===== src/rtl/video_pkg.sv =====
`default_nettype none
// video_pkg: shared types and constants for the video pattern source.
package video_pkg;

  typedef enum logic [1:0] {
    PAT_SOLID = 2'd0,
    PAT_BARS  = 2'd1,
    PAT_GRAD  = 2'd2,
    PAT_CHECK = 2'd3
  } pattern_e;

  typedef enum logic [0:0] {
    ST_IDLE = 1'b0,
    ST_RUN  = 1'b1
  } state_e;

  typedef logic [23:0] rgb_t;

  localparam logic [1:0] CSR_CTRL      = 2'd0;
  localparam logic [1:0] CSR_COLOUR    = 2'd1;
  localparam logic [1:0] CSR_FRAME_CNT = 2'd2;
  localparam logic [1:0] CSR_STATUS    = 2'd3;

  // Classic colour-bar order, left to right.
  localparam rgb_t BAR_COLOURS [8] = '{
    24'hFFFFFF, 24'hFFFF00, 24'h00FFFF, 24'h00FF00,
    24'hFF00FF, 24'hFF0000, 24'h0000FF, 24'h000000
  };

endpackage
`default_nettype wire


===== src/rtl/video_pattern_pixel.sv =====
`default_nettype none
// video_pattern_pixel: combinational pattern/colour mux for one raster position.
module video_pattern_pixel
  import video_pkg::*;
#(
  parameter int XW          = 10,
  parameter int YW          = 9,
  parameter int GRAD_SHIFT  = 2,
  parameter int CHECK_SHIFT = 5
) (
  input  logic [XW-1:0] x,
  input  logic [YW-1:0] y,
  input  logic [2:0]    bar_idx,
  input  pattern_e      pattern,
  input  rgb_t          colour,
  input  logic          frame_lsb,
  output rgb_t          pixel
);

  logic [7:0] level;
  logic       cell_x;
  logic       cell_y;
  logic       check_on;

  assign level    = 8'(x >> GRAD_SHIFT);
  assign cell_x   = 1'(x >> CHECK_SHIFT);
  assign cell_y   = 1'(y >> CHECK_SHIFT);
  assign check_on = cell_x ^ cell_y ^ frame_lsb;

  always_comb begin
    pixel = colour;
    case (pattern)
      PAT_SOLID: pixel = colour;
      PAT_BARS:  pixel = BAR_COLOURS[bar_idx];
      PAT_GRAD:  pixel = {level, level, level};
      PAT_CHECK: pixel = check_on ? 24'hFFFFFF : 24'h000000;
      default:   pixel = colour;
    endcase
  end

endmodule
`default_nettype wire


===== src/rtl/video_pattern_source.sv =====
`default_nettype none
// video_pattern_source: Avalon-ST raster test-pattern generator with an Avalon-MM CSR slave.
module video_pattern_source
  import video_pkg::*;
#(
  parameter int WIDTH       = 640,
  parameter int HEIGHT      = 480,
  parameter int BAR_W       = 80,
  parameter int GRAD_SHIFT  = 2,
  parameter int CHECK_SHIFT = 5
) (
  input  logic        clk,
  input  logic        reset_n,
  input  logic [1:0]  csr_address,
  input  logic        csr_write,
  input  logic [31:0] csr_writedata,
  input  logic        csr_read,
  output logic [31:0] csr_readdata,
  output logic [23:0] src_data,
  output logic        src_valid,
  input  logic        src_ready,
  output logic        src_startofpacket,
  output logic        src_endofpacket
);

  localparam int XW = (WIDTH  > 1) ? $clog2(WIDTH)  : 1;
  localparam int YW = (HEIGHT > 1) ? $clog2(HEIGHT) : 1;
  localparam int BW = (BAR_W  > 1) ? $clog2(BAR_W)  : 1;

  state_e        state, state_nx;
  logic [XW-1:0] x, x_nx;
  logic [YW-1:0] y, y_nx;
  logic [2:0]    bar_idx, bar_idx_nx;
  logic [BW-1:0] bar_cnt, bar_cnt_nx;
  logic [15:0]   frame_cnt, frame_cnt_nx;
  logic          ctrl_en, en_nx;
  pattern_e      ctrl_pat, pat_nx;
  rgb_t          colour, colour_nx;
  pattern_e      sh_pat, sh_pat_nx;
  rgb_t          sh_colour, sh_colour_nx;
  rgb_t          pixel;
  logic          beat, last_x, last_y, run_nx;
  logic          unused_wdata;

  assign unused_wdata = ^csr_writedata[31:24];

  // CSR values as they will be after this cycle, so a write coinciding with a frame wrap is seen.
  always_comb begin
    en_nx     = ctrl_en;
    pat_nx    = ctrl_pat;
    colour_nx = colour;
    if (csr_write && csr_address == CSR_CTRL) begin
      en_nx  = csr_writedata[0];
      pat_nx = pattern_e'(csr_writedata[2:1]);
    end
    if (csr_write && csr_address == CSR_COLOUR)
      colour_nx = csr_writedata[23:0];
  end

  assign beat   = src_valid && src_ready;
  assign last_x = (x == XW'(WIDTH - 1));
  assign last_y = (y == YW'(HEIGHT - 1));

  always_comb begin
    state_nx     = state;
    x_nx         = x;
    y_nx         = y;
    bar_idx_nx   = bar_idx;
    bar_cnt_nx   = bar_cnt;
    frame_cnt_nx = frame_cnt;
    sh_pat_nx    = sh_pat;
    sh_colour_nx = sh_colour;
    case (state)
      ST_IDLE: begin
        if (ctrl_en) begin
          state_nx     = ST_RUN;
          x_nx         = '0;
          y_nx         = '0;
          bar_idx_nx   = '0;
          bar_cnt_nx   = '0;
          sh_pat_nx    = ctrl_pat;
          sh_colour_nx = colour;
        end
      end
      ST_RUN: begin
        if (beat) begin
          if (last_x) begin
            x_nx       = '0;
            bar_idx_nx = '0;
            bar_cnt_nx = '0;
            if (last_y) begin
              y_nx         = '0;
              frame_cnt_nx = frame_cnt + 16'd1;
              if (en_nx) begin
                sh_pat_nx    = pat_nx;
                sh_colour_nx = colour_nx;
              end else begin
                state_nx = ST_IDLE;
              end
            end else begin
              y_nx = y + 1'b1;
            end
          end else begin
            x_nx = x + 1'b1;
            if (bar_cnt == BW'(BAR_W - 1)) begin
              bar_cnt_nx = '0;
              bar_idx_nx = (bar_idx == 3'd7) ? 3'd7 : bar_idx + 3'd1;
            end else begin
              bar_cnt_nx = bar_cnt + 1'b1;
            end
          end
        end
      end
      default: state_nx = ST_IDLE;
    endcase
  end

  assign run_nx = (state_nx == ST_RUN);

  // Pixel is computed from the next position so the data register lines up with valid.
  video_pattern_pixel #(
    .XW          (XW),
    .YW          (YW),
    .GRAD_SHIFT  (GRAD_SHIFT),
    .CHECK_SHIFT (CHECK_SHIFT)
  ) u_pixel (
    .x         (x_nx),
    .y         (y_nx),
    .bar_idx   (bar_idx_nx),
    .pattern   (sh_pat_nx),
    .colour    (sh_colour_nx),
    .frame_lsb (frame_cnt_nx[0]),
    .pixel     (pixel)
  );

  always_ff @(posedge clk or negedge reset_n) begin
    if (!reset_n) begin
      state             <= ST_IDLE;
      x                 <= '0;
      y                 <= '0;
      bar_idx           <= '0;
      bar_cnt           <= '0;
      frame_cnt         <= '0;
      ctrl_en           <= 1'b0;
      ctrl_pat          <= PAT_SOLID;
      colour            <= '0;
      sh_pat            <= PAT_SOLID;
      sh_colour         <= '0;
      src_valid         <= 1'b0;
      src_data          <= '0;
      src_startofpacket <= 1'b0;
      src_endofpacket   <= 1'b0;
      csr_readdata      <= '0;
    end else begin
      state             <= state_nx;
      x                 <= x_nx;
      y                 <= y_nx;
      bar_idx           <= bar_idx_nx;
      bar_cnt           <= bar_cnt_nx;
      frame_cnt         <= frame_cnt_nx;
      ctrl_en           <= en_nx;
      ctrl_pat          <= pat_nx;
      colour            <= colour_nx;
      sh_pat            <= sh_pat_nx;
      sh_colour         <= sh_colour_nx;
      src_valid         <= run_nx;
      src_data          <= run_nx ? pixel : 24'h000000;
      src_startofpacket <= run_nx && (x_nx == '0) && (y_nx == '0);
      src_endofpacket   <= run_nx && (x_nx == XW'(WIDTH - 1)) && (y_nx == YW'(HEIGHT - 1));
      if (csr_read) begin
        case (csr_address)
          CSR_CTRL:      csr_readdata <= {29'd0, ctrl_pat, ctrl_en};
          CSR_COLOUR:    csr_readdata <= {8'd0, colour};
          CSR_FRAME_CNT: csr_readdata <= {16'd0, frame_cnt};
          CSR_STATUS:    csr_readdata <= {31'd0, state != ST_IDLE};
          default:       csr_readdata <= '0;
        endcase
      end else begin
        csr_readdata <= '0;
      end
    end
  end

endmodule
`default_nettype wire

===== config.mk =====
export PLATFORM = sky130hd
export DESIGN_NAME = video_pattern_source
export DESIGN_NICKNAME = d
export VERILOG_FILES = /design/src/rtl/video_pkg.sv /design/src/rtl/video_pattern_pixel.sv /design/src/rtl/video_pattern_source.sv
export SDC_FILE = /design/constraint.sdc
export NUM_CORES = 1
export LEC_CHECK = 0
export ABC_AREA = 0
export BUFFER_PORTS_ARGS = -buffer_cell sky130_fd_sc_hd__buf_2
export CAP_MARGIN = 20
export CORE_MARGIN = 1
export CORE_UTILIZATION = 52
export CTS_CLUSTER_DIAMETER = 40
export CTS_CLUSTER_SIZE = 20
export DETAILED_ROUTE_END_ITERATION = 16
export PLACE_DENSITY = 0.81
export SETUP_SLACK_MARGIN = 0.1
export SLEW_MARGIN = 10
export SYNTH_ARGS = -nofsm -noshare
export SYNTH_HDL_FRONTEND = slang
export SYNTH_SLANG_ARGS = --single-unit

===== constraint.sdc =====
create_clock -name clk -period 3.25 [get_ports clk]
set_clock_uncertainty 0.2 [all_clocks]
set_input_delay 0.4875 -clock clk [delete_from_list [all_inputs] [get_ports clk]]
set_output_delay 0.4875 -clock clk [all_outputs]
set_load 0.02 [all_outputs]

# After elaboration in Yosys (flattened, before gate mapping)
# Memory sizes are Yosys's and may differ from the RTL's.
# Index checks and enable logic that the tools add are counted.
[totals] out_inout_bits=59 reg_bits=157 romBits=192 in_bits=39 memories=1
[memory_table] name="(name not given)" words=8 width=24 rd=1 rd_ports_with_merged_regs=0 wr=0 line_no="video_pattern_pixel.sv:34" rtl="PAT_BARS: pixel = BAR_COLOURS[bar_idx];"
[classes] n_bitwise=4 eq_ne=14 n_mux=52 n_reduce_logical=13 order_cmp=1 addsub=5
[op_table] op="24-bit two-way mux" n=10
[op_table] op="32-bit case mux with 4 select lines" n=1
[op_table] op="24-bit case mux with 4 select lines" n=1
[op_table] op="24-bit case mux with 2 select lines" n=1
[op_table] op="9-bit two-way mux" n=4
[op_table] op="32-bit two-way mux" n=1
[op_table] op="10-bit two-way mux" n=3
[op_table] op="7-bit two-way mux" n=4
[op_table] op="10-bit == test (second input constant)" n=2
[op_table] op="10-bit case mux with 2 select lines" n=1
[op_table] op="9-bit == test (second input constant)" n=2
[op_table] op="9-bit case mux with 2 select lines" n=1
[op_table] op="16-bit by 1-bit adder with 16-bit output (second input constant)" n=1
[op_table] op="3-bit two-way mux" n=5
[op_table] op="7-bit case mux with 2 select lines" n=1
[op_table] op="2-bit two-way mux" n=6
[op_table] op="10-bit by 1-bit adder with 10-bit output (second input constant)" n=1
[op_table] op="10-bit logical NOT" n=1
[op_table] op="1-bit two-way mux" n=10
[op_table] op="9-bit by 1-bit adder with 9-bit output (second input constant)" n=1
[op_table] op="9-bit logical NOT" n=1
[op_table] op="2-bit == test (second input constant)" n=4
[op_table] op="7-bit by 1-bit adder with 7-bit output (second input constant)" n=1
[op_table] op="7-bit == test (second input constant)" n=1
[op_table] op="other kinds (16)" n=25

# Depth between registers and ports, before layout
# Gate-level depths: netlist of the first run.
[logic_depth] depth_word=12 mapped_depth=11 ltp_nobuf=9

# Hierarchy
# A second synthesis of the first run with hierarchy kept.
[unflattened] hier_cells=700 area_unflattened_um2=7505.9
[modules_own_cells] mod="video_pattern_source" instances=1 cells_per_inst=625 area_per_inst_um2=6937.9 seq_area_each_um2=3728.6
[modules_own_cells] mod="video_pattern_pixel" instances=1 cells_per_inst=75 area_per_inst_um2=568.0 seq_area_each_um2=0.0

# Least setup slack after synthesis of the first run
# No wires, ideal clock.
[synth_timing] kind="input to register" startpoint="in csr_address[0]" endpoint="reg src_data[14]" setup_time_ns=0.067 path_buffers=2 t_required_ns=2.983 arrival_ns=2.863 path_stages=10 slack_ns=0.119 path_cell_list="buf_2 nor3b_1 mux2i_1 clkinv_1 a31oi_1 o22a_1 buf_2 nor2_1 nor4_4 o221a_1"
[synth_between] elab_chain_cells=11 word_cells_on_any_way=28
[synth_lines] item="start, declared" line_no="video_pattern_source.sv:14" rtl="input logic [1:0] csr_address,"
[synth_lines] item="2-bit logical NOT *" line_no="video_pattern_source.sv:52" rtl="if (csr_write && csr_address == CSR_CTRL) begin"
[synth_lines] item="1-bit logical AND *" line_no="video_pattern_source.sv:52"
[synth_lines] item="1-bit two-way mux *" line_no="video_pattern_source.sv:52"
[synth_lines] item="named net en_nx" line_no="video_pattern_source.sv:36" rtl="logic ctrl_en, en_nx;"
[synth_lines] item="2-bit two-way mux" line_no="video_pattern_source.sv:94" rtl="if (en_nx) begin"
[synth_lines] item="2-bit two-way mux" line_no="video_pattern_source.sv:91" rtl="if (last_y) begin"
[synth_lines] item="2-bit two-way mux" line_no="video_pattern_source.sv:87" rtl="if (last_x) begin"
[synth_lines] item="2-bit two-way mux" line_no="video_pattern_source.sv:86" rtl="if (beat) begin"
[synth_lines] item="2-bit case mux with 2 select lines" line_no="video_pattern_source.sv:73" rtl="case (state)"
[synth_lines] item="2-bit == test, or another cell as far along" line_no="video_pattern_pixel.sv:32" rtl="case (pattern)"
[synth_lines] item="24-bit case mux with 4 select lines" line_no="video_pattern_pixel.sv:32"
[synth_lines] item="24-bit two-way mux *" line_no="video_pattern_source.sv:167" rtl="src_data <= run_nx ? pixel : 24'h000000;"
[synth_lines] item="end signal, assigned" line_no="video_pattern_source.sv:167"
[synth_lines] item="end, declared" line_no="video_pattern_source.sv:19" rtl="output logic [23:0] src_data,"
# The timed path passes the listed nets; every way through them passes the cells marked *.
# A chain may end at the register's enable or synchronous reset.

# Worst setup path after layout of the first run
[layout_timing] startpoint="reg y[0]" endpoint="reg src_data[5]"
[layout_between] elab_chain_cells=10 word_cells_on_any_way=31
[layout_lines] item="start, declared" line_no="video_pattern_source.sv:32" rtl="logic [YW-1:0] y, y_nx;"
[layout_lines] item="start signal, assigned" line_no="video_pattern_source.sv:157" rtl="y <= y_nx;"
[layout_lines] item="9-bit by 1-bit adder with 9-bit output or 9-bit == test (tied branches)" line_no="video_pattern_source.sv:101, video_pattern_source.sv:62"
[layout_lines] item="9-bit two-way mux" line_no="video_pattern_source.sv:91"
[layout_lines] item="9-bit two-way mux" line_no="video_pattern_source.sv:87"
[layout_lines] item="9-bit two-way mux" line_no="video_pattern_source.sv:86"
[layout_lines] item="9-bit case mux with 2 select lines" line_no="video_pattern_source.sv:73"
[layout_lines] item="1-bit XOR (2 in series)" line_no="video_pattern_pixel.sv:28" rtl="assign check_on = cell_x ^ cell_y ^ frame_lsb;"
[layout_lines] item="24-bit two-way mux" line_no="video_pattern_pixel.sv:36" rtl="PAT_CHECK: pixel = check_on ? 24'hFFFFFF : 24'h000000;"
[layout_lines] item="24-bit case mux with 4 select lines" line_no="video_pattern_pixel.sv:32"
[layout_lines] item="24-bit two-way mux *" line_no="video_pattern_source.sv:167"
# Every way passes the cells marked *; elsewhere a longest branch is shown, timed or not.

==> results of run 1 <==
## worst max-delay path, cell delays in order, from the launching register on
cell      delay [ns]
dfrtp_1         0.35
ha_1            0.17
nand4_1         0.15
or4_4           0.56
or3_4           0.41
a211o_4         0.41
a211oi_4        0.28
nor2_1          0.08
buf_4           0.16
a211oi_1        0.26
## sequential cells by signal (all words and copies together) (netlist names)
signal,flops
src_endofpacket,1
csr_readdata,24
sh_pat,2
src_startofpacket,1
x,10
src_data,24
y,9
ctrl_pat,2
colour,24
ctrl_en,1
bar_idx,3
sh_colour,24
bar_cnt,7
state,1
frame_cnt,16
## stage by stage
| step | utilization | power [W] | instance area [sq um] | std cells |
|---|---|---|---|---|
| after floorplan | - | 0.00397 | 7360 | 715 |
| after global placement | 0.598 | 0.00470 | 8270 | 993 |
| after detailed placement | 0.598 | 0.00475 | 8270 | 993 |
| after CTS | 0.648 | 0.00700 | 8970 | 1026 |
| after global routing | 0.656 | 0.00741 | 9070 | 1031 |
| final | 0.656 | 0.00710 | 9070 | 1031 |
## cells in the final DEF, fill, tap and decap left out, drive strengths merged, types with 19 or more instances in the layout
cell type / n
nand2: 81
mux2: 26
nor2: 30
inv: 20
nand3: 19
a211oi: 32
a22oi: 19
a31oi: 31
clkbuf: 21
o21ai: 30
nor2b: 37
and3: 25
buf: 148
dfrtp: 149
## area by class of cell
type                       instances  area, sq um
clock buffer                      21          470
clock inverter                    11          196
fill                            1008         4760
inverter                          20         75.1
multi-input combinational        501         3450
sequential                       149         3730
tap                              180          225
timing repair buffer             149          925
## path summary, 6_finish.rpt
path	slack, ns	cells past startpoint	startpoint	to
worst min-delay path	0.11	2	csr_writedata[8]	colour[8]$_DFF_PN0_
worst min register to register	0.28	1	frame_cnt[15]$_DFFE_PN0P_	frame_cnt[15]$_DFFE_PN0P_
worst max register to register	0.11	9	y[0]$_DFF_PN0_	src_data[5]$_DFF_PN0_
min in group asynchronous	0.41	2	reset_n	csr_readdata[15]$_DFF_PN0_
max in group asynchronous	1.64	3	reset_n	src_data[18]$_DFF_PN0_
worst max-delay path	0.11	9	y[0]$_DFF_PN0_	src_data[5]$_DFF_PN0_
## what timing repair did
| action | 4_1_cts | 5_1_grt |
|---|---|---|
| hold buffers | 1 | 0 |
| setup endpoints to repair | 13 | 25 |
| endpoints found under the hold margin | 63 | 0 |
| setup buffers | 0 | 5 |
| pin swaps | 0 | 7 |
| gates resized for setup | 5 | 14 |
## power by group through the flow
stage	combinational (W)	sequential (W)	clock, W
after floorplan	0.00119	0.00277	0
after global placement	0.00210	0.00260	0
after detailed placement	0.00213	0.00262	0
after CTS	0.00218	0.00260	0.00221
after global routing	0.00246	0.00267	0.00229
final	0.00229	0.00262	0.00219
## logic make-up (layout without fill, tap and decap cells)
| kind of cell | Yosys count | count (layout) |
|---|---|---|
| multiplexers | 40 | 40 |
| other | 1 | 8 |
| AO/OA/AOI/OAI | 176 | 176 |
| adder cells (fa/ha/maj) | 5 | 5 |
| AND/OR/NAND/NOR | 256 | 256 |
| flip-flops | 149 | 149 |
| XOR/XNOR | 16 | 16 |
| buffers and inverters | 65 | 201 |
## layer usage
layer  up-vias  share of wire  GRT usage  wire length, um
met5         -              0          0                0
li1       2851              -          -                -
met3        38          0.082     0.0651             1590
met2       306           0.47      0.441             9160
met1      3106           0.43      0.370             8360
met4         0          0.018     0.0965              344
==> impl_metrics.yaml, run 1 <==
synthesis:
  synth_xor_area_frac: 0.0191
  synth_most_common_cell: "dfrtp_1"
  synth_top_family_by_area: "simple AND/OR/NAND/NOR gates"
  synthTopCellsByArea: "dfrtp_1, nand2_1, mux2_2"
  yosys-top-cells-count: "dfrtp_1, nand2_1, nor2b_1"
  synth_compound_area_frac: 0.173
  synth_warnings: 0
  synthAdderAreaFrac: 0.00853
  synth_cells: 708
  synth_seq_cells: 149
  async_flop_share: 1.00
  netlist.area_leader.share: 0.508
  netlist_area_sq_um: 7340
  avgSynthCellArea_sq_um: 10.4
  synth-simple-area-share: 0.192
  seq_area_frac_synth: 0.508
  muxShareOfSynthArea: 0.0607
  synth_edf_count: 0
  synth_cell_types: 71
  synth_flop_cell: "dfrtp_1"
  synth_area_leader_cell: "dfrtp_1"
sta:
  period_share: 0.966
  setup_viol: 0
  tightest_slew_ns: 0.618
  rsz0062_at_grt: "yes"
  timing.hold.ws_ns: 0.111
  setup-tns-final_ns: 0
  hold_viol: 0
  fmax_mhz: 318
  worst_slack_ns: 0.109
  fin_crit_ns: 3.14
  slew-limit-headroom: 0.588
  slew_viol_final: 0
floorplan:
  coreArea_sq_um: 13800
  num_rows: 43
  top_level_ports: 98
  fp.dieW_um: 121
  die-area_sq_um: 14600
  die_h_um: 121
  start_util: 0.531
drt:
  final_antenna_net_count: 0
  wl_per_cell_um: 18.9
  dr.first_iter.drc_count: 601
  vias: 6301
  route.detailed.drc: 0
  firstDrtPassIters: 5
  avgViaCountPerCell: 6.11
  finalWirelength_um: 19500
setup_path:
  crit_type: "register to register"
  endpoint_kind: "register"
  start_kind: "register"
  cp_max_fo: 7
  crit_arrival_ns: 3.25
  required_ns: 3.36
clock_tree:
  clock-root-buffer: "clkbuf_16"
  clock_path_buffers: 2
  clk_pin_slew_worst_paths_ns: 0.06
  cts_max_level: 4
  numCtsBuffers: 17
  worstSkewPairLatency_ns: 0.43
  clock-sinks: 149
  cts_tree: "built"
placement:
  gp_congestion: 0.943
  place_ws_ns: 0.0139
  portBuffers: 81
  hpwl_um: 13000
power:
  p_comb_frac: 0.323
  p_sw_frac: 0.339
  power_density_nw_per_um2: 783
  p_leak_nw: 4.21
  max-vdd-ir-drop_mv: 0.550
  switchingPower_w: 0.00241
  p_int_w: 0.00469
  clockPowerShare: 0.309
  pwr-share-seq: 0.369
cells_and_area:
  nNetsFinal: 882
  syn_to_final_growth_pct: 23.6
  drive_above_1_share: 0.294
  n_antenna_cell: 0
global_routing:
  grt_pass1_vias: 5965
  gr-total-overflow: 0
  antenna_found_initial: 0
  grt_pass1_wl_um: 30900
  track_usage: 0.277
  grt_max_degree: 68
worst_hold_path:
  hold_class: "input port to register"
outcome:
  status: "completed"
job:
  maxCapViolations: 0
No activity file was read; power rests on OpenSTA's default activity.
==> inputs of run 2 (changes only) <==
Settings changed: CELL_PAD_IN_SITES_DETAIL_PLACEMENT set to 1, CELL_PAD_IN_SITES_GLOBAL_PLACEMENT set to 2, CORE_UTILIZATION 52 to 34, GPL_ROUTABILITY_DRIVEN set to 0, HOLD_SLACK_MARGIN set to 0.08, PLACE_DENSITY 0.81 to 0.82.
==> run 2 against run 1 <==
  * Worst hold slack lost 0.0046 ns
  * Final cell count grew 11%
  * Clock power is essentially flat
  * Non-clock buffer count grew 20
  * Combinational power grew 14%
  * Largest power group unchanged
==> impl_metrics.yaml, run 2 (same netlist as run 1, synthesis figures left out) <==
outcome:
  status: "completed"
cells_and_area:
  syn_to_final_growth_pct: 29.2
  ff_latch_area_sq_um: 3730
  drive_above_1_share: 0.326
  multi_input_area_sq_um: 3540
  mostFrequentLayoutCells: "dfrtp_1, buf_2, nand2_1, buf_4, nor2b_1"
  fin_area_sq_um: 9480
  final_common_cell: "dfrtp_1"
  fillers: 2366
  nNetsFinal: 902
  n_antenna_cell: 0
  stdcell_count: 1146
floorplan:
  die-area_sq_um: 22200
  die_h_um: 149
  coreArea_sq_um: 21100
  num_rows: 53
  fp.dieW_um: 149
  start_util: 0.348
  top_level_ports: 98
drt:
  finalWirelength_um: 23700
  wl_per_cell_um: 20.7
  dr.first_iter.drc_count: 306
  final_antenna_net_count: 0
  avgViaCountPerCell: 5.51
  route.detailed.drc: 0
  firstDrtPassIters: 5
  vias: 6318
global_routing:
  grt_pass1_vias: 6547
  grt_pass1_wl_um: 37200
  gr-total-overflow: 0
  antenna_found_initial: 0
  track_usage: 0.221
  grt_max_degree: 64
sta:
  worst_slack_ns: 0.140
  rsz0062_at_grt: "yes"
  slew-limit-headroom: 0.492
  fin_crit_ns: 3.11
  tightest_slew_ns: 0.754
  fmax_mhz: 322
  slew_viol_final: 0
  hold_viol: 0
  setup_viol: 0
  period_share: 0.957
clock_tree:
  clock-root-buffer: "clkbuf_16"
  clock_path_buffers: 2
  cts_tree: "built"
  worstSkewPairLatency_ns: 0.43
  cts_max_level: 4
  numCtsBuffers: 17
  clk_pin_slew_worst_paths_ns: 0.07
  clock-sinks: 149
power:
  power_density_nw_per_um2: 781
  p_leak_nw: 4.35
  p_sw_frac: 0.359
  max-vdd-ir-drop_mv: 0.426
  p_comb_frac: 0.353
  p_int_w: 0.00475
  clockPowerShare: 0.292
  pwr-share-seq: 0.355
  switchingPower_w: 0.00266
setup_path:
  start_kind: "register"
  r2r_slack_ns: 0.14
  cp_max_fo: 6
  crit_type: "register to register"
  required_ns: 3.37
  crit_arrival_ns: 3.23
  endpoint_kind: "register"
worst_hold_path:
  hold_class: "input port to register"
job:
  maxCapViolations: 0
placement:
  place_ws_ns: -0.157
  hpwl_um: 16300
  place_area_sq_um: 8560
  portBuffers: 81
  placed_cells: 1104
[run 2: critical path: stages (launching register included)]
cell,delay [ns]
dfrtp_1,0.36
ha_2,0.19
nand4_1,0.11
or4_4,0.56
or3_4,0.37
a211o_4,0.41
a211oi_4,0.24
nor2_1,0.09
buf_4,0.17
a211oi_4,0.29
[run 2: layout make-up]
class	instances	area share
clock buffer	18	0.0463
clock inverter	14	0.0210
inverter	20	0.00792
multi-input combinational	501	0.373
sequential	149	0.394
tap	275	0.0363
timing repair buffer	169	0.121
[run 2: per-layer routing]
metal | share of wire | track usage
met5 | 0 | 0
met2 | 0.48 | 0.347
met3 | 0.034 | 0.0376
met1 | 0.47 | 0.310
met4 | 0.014 | 0.0648
[run 2: stage by stage]
step                      hold slack (ns)  TNS, ns  power, W  utilization
final                               0.106        0   0.00741        0.450
after global routing               0.0973        0   0.00775        0.450
after CTS                           0.102        0   0.00728        0.442
after detailed placement            0.292   -0.998   0.00501        0.406
after global placement              0.277   -0.559   0.00492        0.406
after floorplan                  -0.00809        0   0.00397            -
[run 2: power by group through the flow]
stage / Sequential [W] / Combinational (W) / Clock [W]
3_5_place_dp: 0.00265 / 0.00236 / 0
3_3_place_gp: 0.00263 / 0.00230 / 0
6_report: 0.00263 / 0.00262 / 0.00216
5_1_grt: 0.00268 / 0.00281 / 0.00226
4_1_cts: 0.00262 / 0.00246 / 0.00219
2_1_floorplan: 0.00277 / 0.00119 / 0
[run 2: timing repair]
action	CTS	global route
setup endpoints to repair	24	25
hold buffers	1	0
pin swaps	7	13
hold endpoints to repair	60	0
resized for setup	17	28
setup buffers	4	6
[run 2: final timing paths]
kind                                     startpoint                   endpoint  cells after the start
hold / removal                    csr_writedata[16]       colour[16]$_DFF_PN0_                      2
setup / recovery                     y[1]$_DFF_PN0_      src_data[6]$_DFF_PN0_                      9
setup reg to reg                     y[1]$_DFF_PN0_      src_data[6]$_DFF_PN0_                      9
min in group asynchronous                   reset_n  csr_readdata[2]$_DFF_PN0_                      2
hold reg to reg            frame_cnt[6]$_DFFE_PN0P_   frame_cnt[6]$_DFFE_PN0P_                      1
max in group asynchronous                   reset_n     src_data[10]$_DFF_PN0_                      3
